<file path="src/rtl/disp_pkg.sv">
// Shared types and constants for the display fetch path: FSM state encoding,
// AXI read-channel constants and the default frame geometry.
package disp_pkg;

  typedef enum logic [1:0] {
    IDLE     = 2'd0,
    WAIT_BUF = 2'd1,
    ADDR     = 2'd2,
    DATA     = 2'd3
  } disp_state_e;

  localparam logic [2:0] ARSIZE_8B    = 3'b011;
  localparam logic [1:0] ARBURST_INCR = 2'b01;
  localparam logic [1:0] RRESP_OKAY   = 2'b00;

  localparam int unsigned H_PIXELS        = 640;
  localparam int unsigned V_LINES         = 480;
  localparam int unsigned PIX_PER_WORD    = 2;
  localparam int unsigned DEF_FRAME_WORDS = H_PIXELS * V_LINES / PIX_PER_WORD;
  localparam int unsigned DEF_BURST_LEN   = 16;

endpackage

</file>
<file path="src/rtl/disp_fetch.sv">
// Frame fetch engine: AXI4 read master that streams one frame from VRAM in
// fixed INCR bursts into the display pixel FIFO, paced by BUF_WREADY.
module disp_fetch
  import disp_pkg::*;
#(
  parameter int unsigned FRAME_WORDS = DEF_FRAME_WORDS,
  parameter int unsigned BURST_LEN   = DEF_BURST_LEN
) (
  input  logic        ACLK,
  input  logic        ARESETN,
  input  logic        DISPON,
  input  logic [31:0] DISPADDR,
  input  logic        FRAME_START,
  input  logic        BUF_WREADY,
  output logic [63:0] FIFOIN,
  output logic        FIFOWR,
  output logic [31:0] ARADDR,
  output logic [7:0]  ARLEN,
  output logic [2:0]  ARSIZE,
  output logic [1:0]  ARBURST,
  output logic        ARVALID,
  input  logic        ARREADY,
  input  logic [63:0] RDATA,
  input  logic [1:0]  RRESP,
  input  logic        RLAST,
  input  logic        RVALID,
  output logic        RREADY,
  output logic        BUSY,
  output logic        FETCH_LATE,
  output logic        RD_ERR,
  output disp_state_e dbg_state
);

  localparam int unsigned NBURSTS      = FRAME_WORDS / BURST_LEN;
  localparam int unsigned CNT_W        = $clog2(NBURSTS) + 1;
  localparam logic [31:0] ADDR_STEP    = 32'(BURST_LEN * 8);
  localparam logic [CNT_W-1:0] CNT_END = CNT_W'(NBURSTS);

  // Handshake rule on both AR and R: a transfer happens on a rising ACLK edge
  // where VALID and READY are both high; the master holds ARVALID/ARADDR
  // stable until ARREADY, and RREADY is held high for the whole DATA state.

  disp_state_e      state;
  logic [CNT_W-1:0] burst_cnt;
  logic [CNT_W-1:0] burst_cnt_nxt;
  logic             r_hs;
  logic             unused_addr_bits;

  assign ARLEN            = 8'(BURST_LEN - 1);
  assign ARSIZE           = ARSIZE_8B;
  assign ARBURST          = ARBURST_INCR;
  assign dbg_state        = state;
  assign unused_addr_bits = ^DISPADDR[6:0];

  always_comb begin
    burst_cnt_nxt = burst_cnt + 1'b1;
    r_hs          = RVALID && RREADY;
  end

  always_ff @(posedge ACLK or negedge ARESETN) begin
    if (!ARESETN) begin
      state      <= IDLE;
      burst_cnt  <= '0;
      ARADDR     <= '0;
      ARVALID    <= 1'b0;
      RREADY     <= 1'b0;
      FIFOWR     <= 1'b0;
      FIFOIN     <= '0;
      BUSY       <= 1'b0;
      FETCH_LATE <= 1'b0;
      RD_ERR     <= 1'b0;
    end else begin
      // Every accepted beat goes to the FIFO, including error beats.
      FIFOWR <= r_hs;
      if (r_hs) begin
        FIFOIN <= RDATA;
        if (RRESP != RRESP_OKAY) RD_ERR <= 1'b1;
      end
      if (FRAME_START && state != IDLE) FETCH_LATE <= 1'b1;

      case (state)
        IDLE: begin
          if (FRAME_START && DISPON) begin
            ARADDR    <= {DISPADDR[31:7], 7'b0};
            burst_cnt <= '0;
            BUSY      <= 1'b1;
            state     <= WAIT_BUF;
          end
        end
        WAIT_BUF: begin
          if (!DISPON) begin
            BUSY  <= 1'b0;
            state <= IDLE;
          end else if (BUF_WREADY) begin
            ARVALID <= 1'b1;
            state   <= ADDR;
          end
        end
        ADDR: begin
          if (ARREADY) begin
            ARVALID <= 1'b0;
            RREADY  <= 1'b1;
            state   <= DATA;
          end
        end
        DATA: begin
          // A burst cannot be aborted, so DISPON is only honoured at its end.
          if (r_hs && RLAST) begin
            RREADY    <= 1'b0;
            burst_cnt <= burst_cnt_nxt;
            ARADDR    <= ARADDR + ADDR_STEP;
            if (burst_cnt_nxt == CNT_END || !DISPON) begin
              BUSY  <= 1'b0;
              state <= IDLE;
            end else begin
              state <= WAIT_BUF;
            end
          end
        end
        default: state <= IDLE;
      endcase
    end
  end

endmodule

</file>
<file path="config.mk">
export PLATFORM = sky130hd
export DESIGN_NAME = disp_fetch
export DESIGN_NICKNAME = d
export VERILOG_FILES = /design/src/rtl/disp_pkg.sv /design/src/rtl/disp_fetch.sv
export SDC_FILE = /design/constraint.sdc
export NUM_CORES = 1
export LEC_CHECK = 0
export ABC_AREA = 1
export CAP_MARGIN = 20
export CORE_MARGIN = 4
export CORE_UTILIZATION = 44
export DETAILED_ROUTE_END_ITERATION = 7
export PLACE_DENSITY = 0.79
export SYNTH_ARGS = -nofsm -noshare
export SYNTH_HDL_FRONTEND = slang
export SYNTH_SLANG_ARGS = --single-unit
</file>
<file path="constraint.sdc">
create_clock -name ACLK -period 2 [get_ports ACLK]
set_clock_uncertainty 0.15 [all_clocks]
set_input_delay 0.2 -clock ACLK [delete_from_list [all_inputs] [get_ports ACLK]]
set_output_delay 0.2 -clock ACLK [all_outputs]
set_load 0.005 [all_outputs]
</file>
# After elaboration in Yosys (flattened, before gate mapping)
# Index checks and enable logic that the tools add are counted.
[word_totals] ff_bits=119 inputBits=106 wordCells=68
[op_classes] add_sub_neg=2 n_eq_ne=12 muxes=25 reduce_logical=19
[op_table] op="$mux W32" count=2
[op_table] op="$pmux W32 S2" count=1
[op_table] op="$add A32 B8 Y32 const B" count=1
[op_table] op="$mux W15" count=2
[op_table] op="$pmux W15 S2" count=1
[op_table] op="$add A15 B1 Y15 const B" count=1
[op_table] op="$eq A15 B14 Y1 const B" count=1
[op_table] op="$ne A2 B2 Y1 const B" count=7
[op_table] op="$mux W1" count=10
[op_table] op="$mux W2" count=5
[op_table] op="$reduce_bool A2 Y1" count=5
[op_table] op="$pmux W2 S4" count=1
[op_table] op="$reduce_and A4 Y1" count=2
[op_table] op="$reduce_and A3 Y1" count=2
[op_table] op="$reduce_and A5 Y1" count=1
[op_table] op="$eq A2 B2 Y1 const B" count=2
[op_table] op="$logic_and A1 B1 Y1" count=4
[op_table] op="$pmux W1 S2" count=2
[op_table] op="$ne A3 B3 Y1 const B" count=1
[op_table] op="$pmux W1 S3" count=1
[op_table] op="$reduce_bool A3 Y1" count=1
[op_table] op="$eq A2 B1 Y1 const B" count=1
[op_table] op="$logic_not A2 Y1" count=1
[op_table] op="$reduce_and A2 Y1" count=1
[op_table] op="other kinds (2)" count=2

# Logic depth before layout (Yosys ltp)
[logic_depth] depth_word=6 depth_mapped=13 mapped_depth_nobuf=13

# Worst setup path before layout
# Ideal clock, no wire load.
[synth_timing] path_kind="reg-to-reg" startpoint="register burst_cnt[0]" endpoint="register BUSY" setup_time_ns=0.118 t_arrival_ns=1.477 t_required_ns=1.732 slack_ns=0.255 stages_incl_launch_ff=14 n_path_buf=0 synth_period_minus_slack_ns=1.745 cell_sequence="dfrtp_1 ha_1 nand3_1 inv_2 nand2_1 nand2_1 nand2_1 nand2_1 nor2_1 nand3_1 o21bai_2 nand2_1 nand2_1 nand2_1"
[synth_via] elab_chain_len=5
[synth_rtl] item="from (decl)" line="disp_fetch.sv:44" source="logic [CNT_W-1:0] burst_cnt;"
[synth_rtl] item="from (signal assigned)" line="disp_fetch.sv:110" source="burst_cnt <= burst_cnt_nxt;"
[synth_rtl] item="$add A15 B1 Y15" line="disp_fetch.sv:56" source="burst_cnt_nxt = burst_cnt + 1'b1;"
[synth_rtl] item="$eq A15 B14 Y1" line="disp_fetch.sv:112" source="if (burst_cnt_nxt == CNT_END || !DISPON) begin"
[synth_rtl] item="$logic_or A1 B1 Y1" line="disp_fetch.sv:112"
[synth_rtl] item="$ne A2 B2 Y1 (no source line)"
[synth_rtl] item="$reduce_and A5 Y1 (no source line)"
[synth_rtl] item="to (signal assigned)" line="disp_fetch.sv:86" source="BUSY <= 1'b1;"
[synth_rtl] item="to (signal assigned)" line="disp_fetch.sv:92" source="BUSY <= 1'b0;"
[synth_rtl] item="to (signal assigned)" line="disp_fetch.sv:113" source="BUSY <= 1'b0;"
[synth_rtl] item="to (decl)" line="disp_fetch.sv:28" source="output logic BUSY,"
# Every way passes these cells.
# A chain may end at the register's enable or synchronous reset.

# Worst setup path in the final report
[layout_timing] startpoint="register ARADDR[8]" endpoint="register ARADDR[25]"
[layout_via] elab_chain_len=3
[layout_rtl] item="from (decl)" line="disp_fetch.sv:17" source="output logic [31:0] ARADDR,"
[layout_rtl] item="from (signal assigned)" line="disp_fetch.sv:84" source="ARADDR <= {DISPADDR[31:7], 7'b0};"
[layout_rtl] item="from (signal assigned)" line="disp_fetch.sv:111" source="ARADDR <= ARADDR + ADDR_STEP;"
[layout_rtl] item="$add A32 B8 Y32" line="disp_fetch.sv:111"
[layout_rtl] item="$mux W32" line="disp_fetch.sv:108" source="if (r_hs && RLAST) begin"
[layout_rtl] item="$pmux W32 S2" line="disp_fetch.sv:81" source="case (state)"
# Every way passes these cells. The select of a mux whose other input is x is not followed.

==> metrics.txt <==
status=finished, final reports clean; DRC Markers=0; commonest non-fill, non-tap cell in the layout=nand2_1; global-route wire length before repair=around 26 mm; vias in the first global route=5278; routed len/inst=around 15 µm; Placed Area=between 7000 and 8000 µm²; async set-reset flop share out of synthesis=100%; crit path max fanout=6; top_reg_cell synth=dfrtp_1; DR pass1 iterations=7; DIE AREA=~15000 µm²; post-DP HPWL=between 10 and 15 mm; Final Non-Filler Cells=1091; fillcell total=around 1100; delay-heaviest family, CP=simple AND/OR/NAND/NOR gates; clock slew at reported path FFs=roughly 0.080 ns; die width=approximately 120 µm; pwr/cell area=approximately 1300 nW/µm²; largest net degree at the start of global routing=between 60 and 70; final cell area excluding filler cells=8060 µm²; max-cap violations=0; Inst Count DP=between 1000 and 1500; CTS tree=yes; CP bufs+invs=0; final WL=approximately 16 mm; Worst Tran Pin Value=~0.66 ns; critical path class=reg -> reg; count of different cell masters after synthesis=42; GPL Wtd Cong=between 0.8 and 0.9; CORE AREA=roughly 12000 µm²; pre-CTS setup slack=between 0.09 and 0.1 ns; cells along the critical path=ha_1, nand3_2, nor2_4, nand2_4, nor2_4, nand4_1, and2_1, nor2_1, o21ai_1; syn avg cell area=a little under 8 µm²; vias=around 5400; register area share after synthesis=between 50 and 60%; critical path's slowest cell=dfrtp_1; DR iter-0 viols=about 470; Max-slew headroom=55.7%; VDD IR-drop max=a little over 0.9 mV; CTS max path bufs=2; final setup TNS=0 ns; htree depth=3; Congestion Overflow GR=0; PnR Total Power=~11 mW; CTS buffer count=9; RSZ-0062 raised after global routing=no; Top Ports=between 200 and 250; most frequent CP cell=nor2_4; FF+latch count, synth=around 110; CP endpoint kind=flip-flop; commonest cells after routing, fill and taps aside=298 x nand2_1, 194 x clkdlybuf4s50_1, 111 x dfrtp_1; die height=roughly 120 µm; routed vias/inst=between 4 and 5; WP data required=2.10 ns; final core occ=between 60% and 70%; Worst Path Arrival=between 1.5 and 2 ns; share of cells above drive strength 1=6.72%; Final period util=93.0%; Startpoint Class=flip-flop; Yosys Warn Count=0; min-delay worst type=in -> async; Max Freq=~540 MHz; Row Count=40; Setup Viol. Count Final=0; static leakage power=about 3.7 nW; port bufs=between 150 and 200; antenna violations before repair=1; final max-slew violation count=0; clock latency on the worst-skew pair=0.36 ns; Min Hold Slack=roughly 0.14 ns; Fin. Hold Viols=0; CP peak stage delay=0.40 ns; cell area after synthesis=5580 µm²; EDFF count, synth=0; Synth Instances=just over 700; minimum clock period=roughly 1.9 ns; Overall Global Routing Usage=around 22%; Initial Utilization=~46%; PnR worst setup slack=0.139 ns; Clock Root Buffer=clkbuf_16; Final ANT Viol Nets=0; CTS Sinks=112; nets@finish=a little over 1000; P&R area growth vs syn=44.4%
==> cell type report <==
type / instances / area [µm²] / area share [%]
Timing Repair Buffer: 213 / 2140 / 26.5
Inverter: 53 / 199 / 2.47
Clock buffer: 9 / 225 / 2.80
Tap cell: 168 / 210 / 2.61
Clock inverter: 7 / 72.6 / 0.901
Antenna cell: 1 / 2.50 / 0.0311
Multi-Input combinational cell: 528 / 2400 / 29.9
Sequential cell: 112 / 2800 / 34.8
==> worst paths after layout <==
check | start | end | slack (ns) | cells after the start
worst max-delay path | ARADDR[8] | ARADDR[25] | 0.14 | 9
worst min-delay path | ARESETN | ARADDR[23] | 0.14 | 2
worst max register to register | ARADDR[8] | ARADDR[25] | 0.14 | 9
worst min register to register | FIFOIN[14] | FIFOIN[14] | 0.33 | 2
max in group asynchronous | ARESETN | RD_ERR | 1.00 | 3
min in group ACLK | RDATA[13] | FIFOIN[13] | 0.22 | 3
==> flip-flops by register name (all words and copies together) (netlist names) <==
name,cells
FIFOIN,64
ARADDR,25
burst_cnt,15
dbg_state,2
ARVALID,1
BUSY,1
FETCH_LATE,1
FIFOWR,1
RD_ERR,1
RREADY,1
==> report_power, final <==
group	total [mW]	switching, mW	internal, mW
combinational	4.77	2.23	2.54
clock	1.81	0.930	0.884
sequential	4.14	0.884	3.25
total	10.7	4.04	6.68
==> kinds of logic (layout without fill, tap and decap cells) <==
logic type	Yosys count	after routing	share of synthesized area [%]
buf+inv	100	282	8.39
compound gates	91	91	9.60
fa+ha+maj	2	2	0.449
flops	112	112	50.2
xor+xnor	3	3	0.471
simple gates	412	412	30.7
other cells	2	21	0.135
==> worst reg2reg max path: stages (launching register included) <==
cell	delay [ns]
dfrtp_1	0.40
ha_1	0.23
nand3_2	0.14
nor2_4	0.16
nand2_4	0.08
nor2_4	0.14
nand4_1	0.12
and2_1	0.16
nor2_1	0.10
o21ai_1	0.06
==> routing by layer <==
metal	routed length, µm	track usage [%]	vias to the layer above
met5	0	0	-
met4	337	6.73	0
met3	1730	10.6	28
met2	7620	35.9	221
met1	6350	27.0	2490
li1	-	-	2664
==> synthesized netlist by cell type (2+ instances only) <==
cell      count  share of area, %
a22oi_1       2              0.27
o22a_1        2              0.31
or2_2         2              0.22
a31oi_1       4              0.45
buf_1         2              0.13
nor2_4        2              0.40
nand3_1      36               3.2
o21ai_0      42               3.8
o211ai_1      6              0.81
a21oi_1      12               1.1
nand4_1      15               1.7
nand2_1     299                20
dfrtp_1     112                50
xor2_1        3              0.47
o21ai_1       4              0.36
buf_2         8              0.72
inv_2         2              0.13
clkbuf_1     15               1.0
inv_1        51               3.4
o21bai_1      2              0.27
nor2_1       39               2.6
nor3_2        2              0.36
buf_4        22               3.0
nand2_2       2              0.22
ha_1          2              0.45
nor2_2        8              0.90
o22ai_1      10               1.1
conb_1        2              0.13
==> repair_timing <==
item	4_1_cts	5_1_grt
hold buffers	1	0
resized for setup	0	8
hold endpoints to repair	112	0
setup buffers	0	2
endpoints found under the setup margin	0	9
No activity file was read; power rests on OpenSTA's default activity.
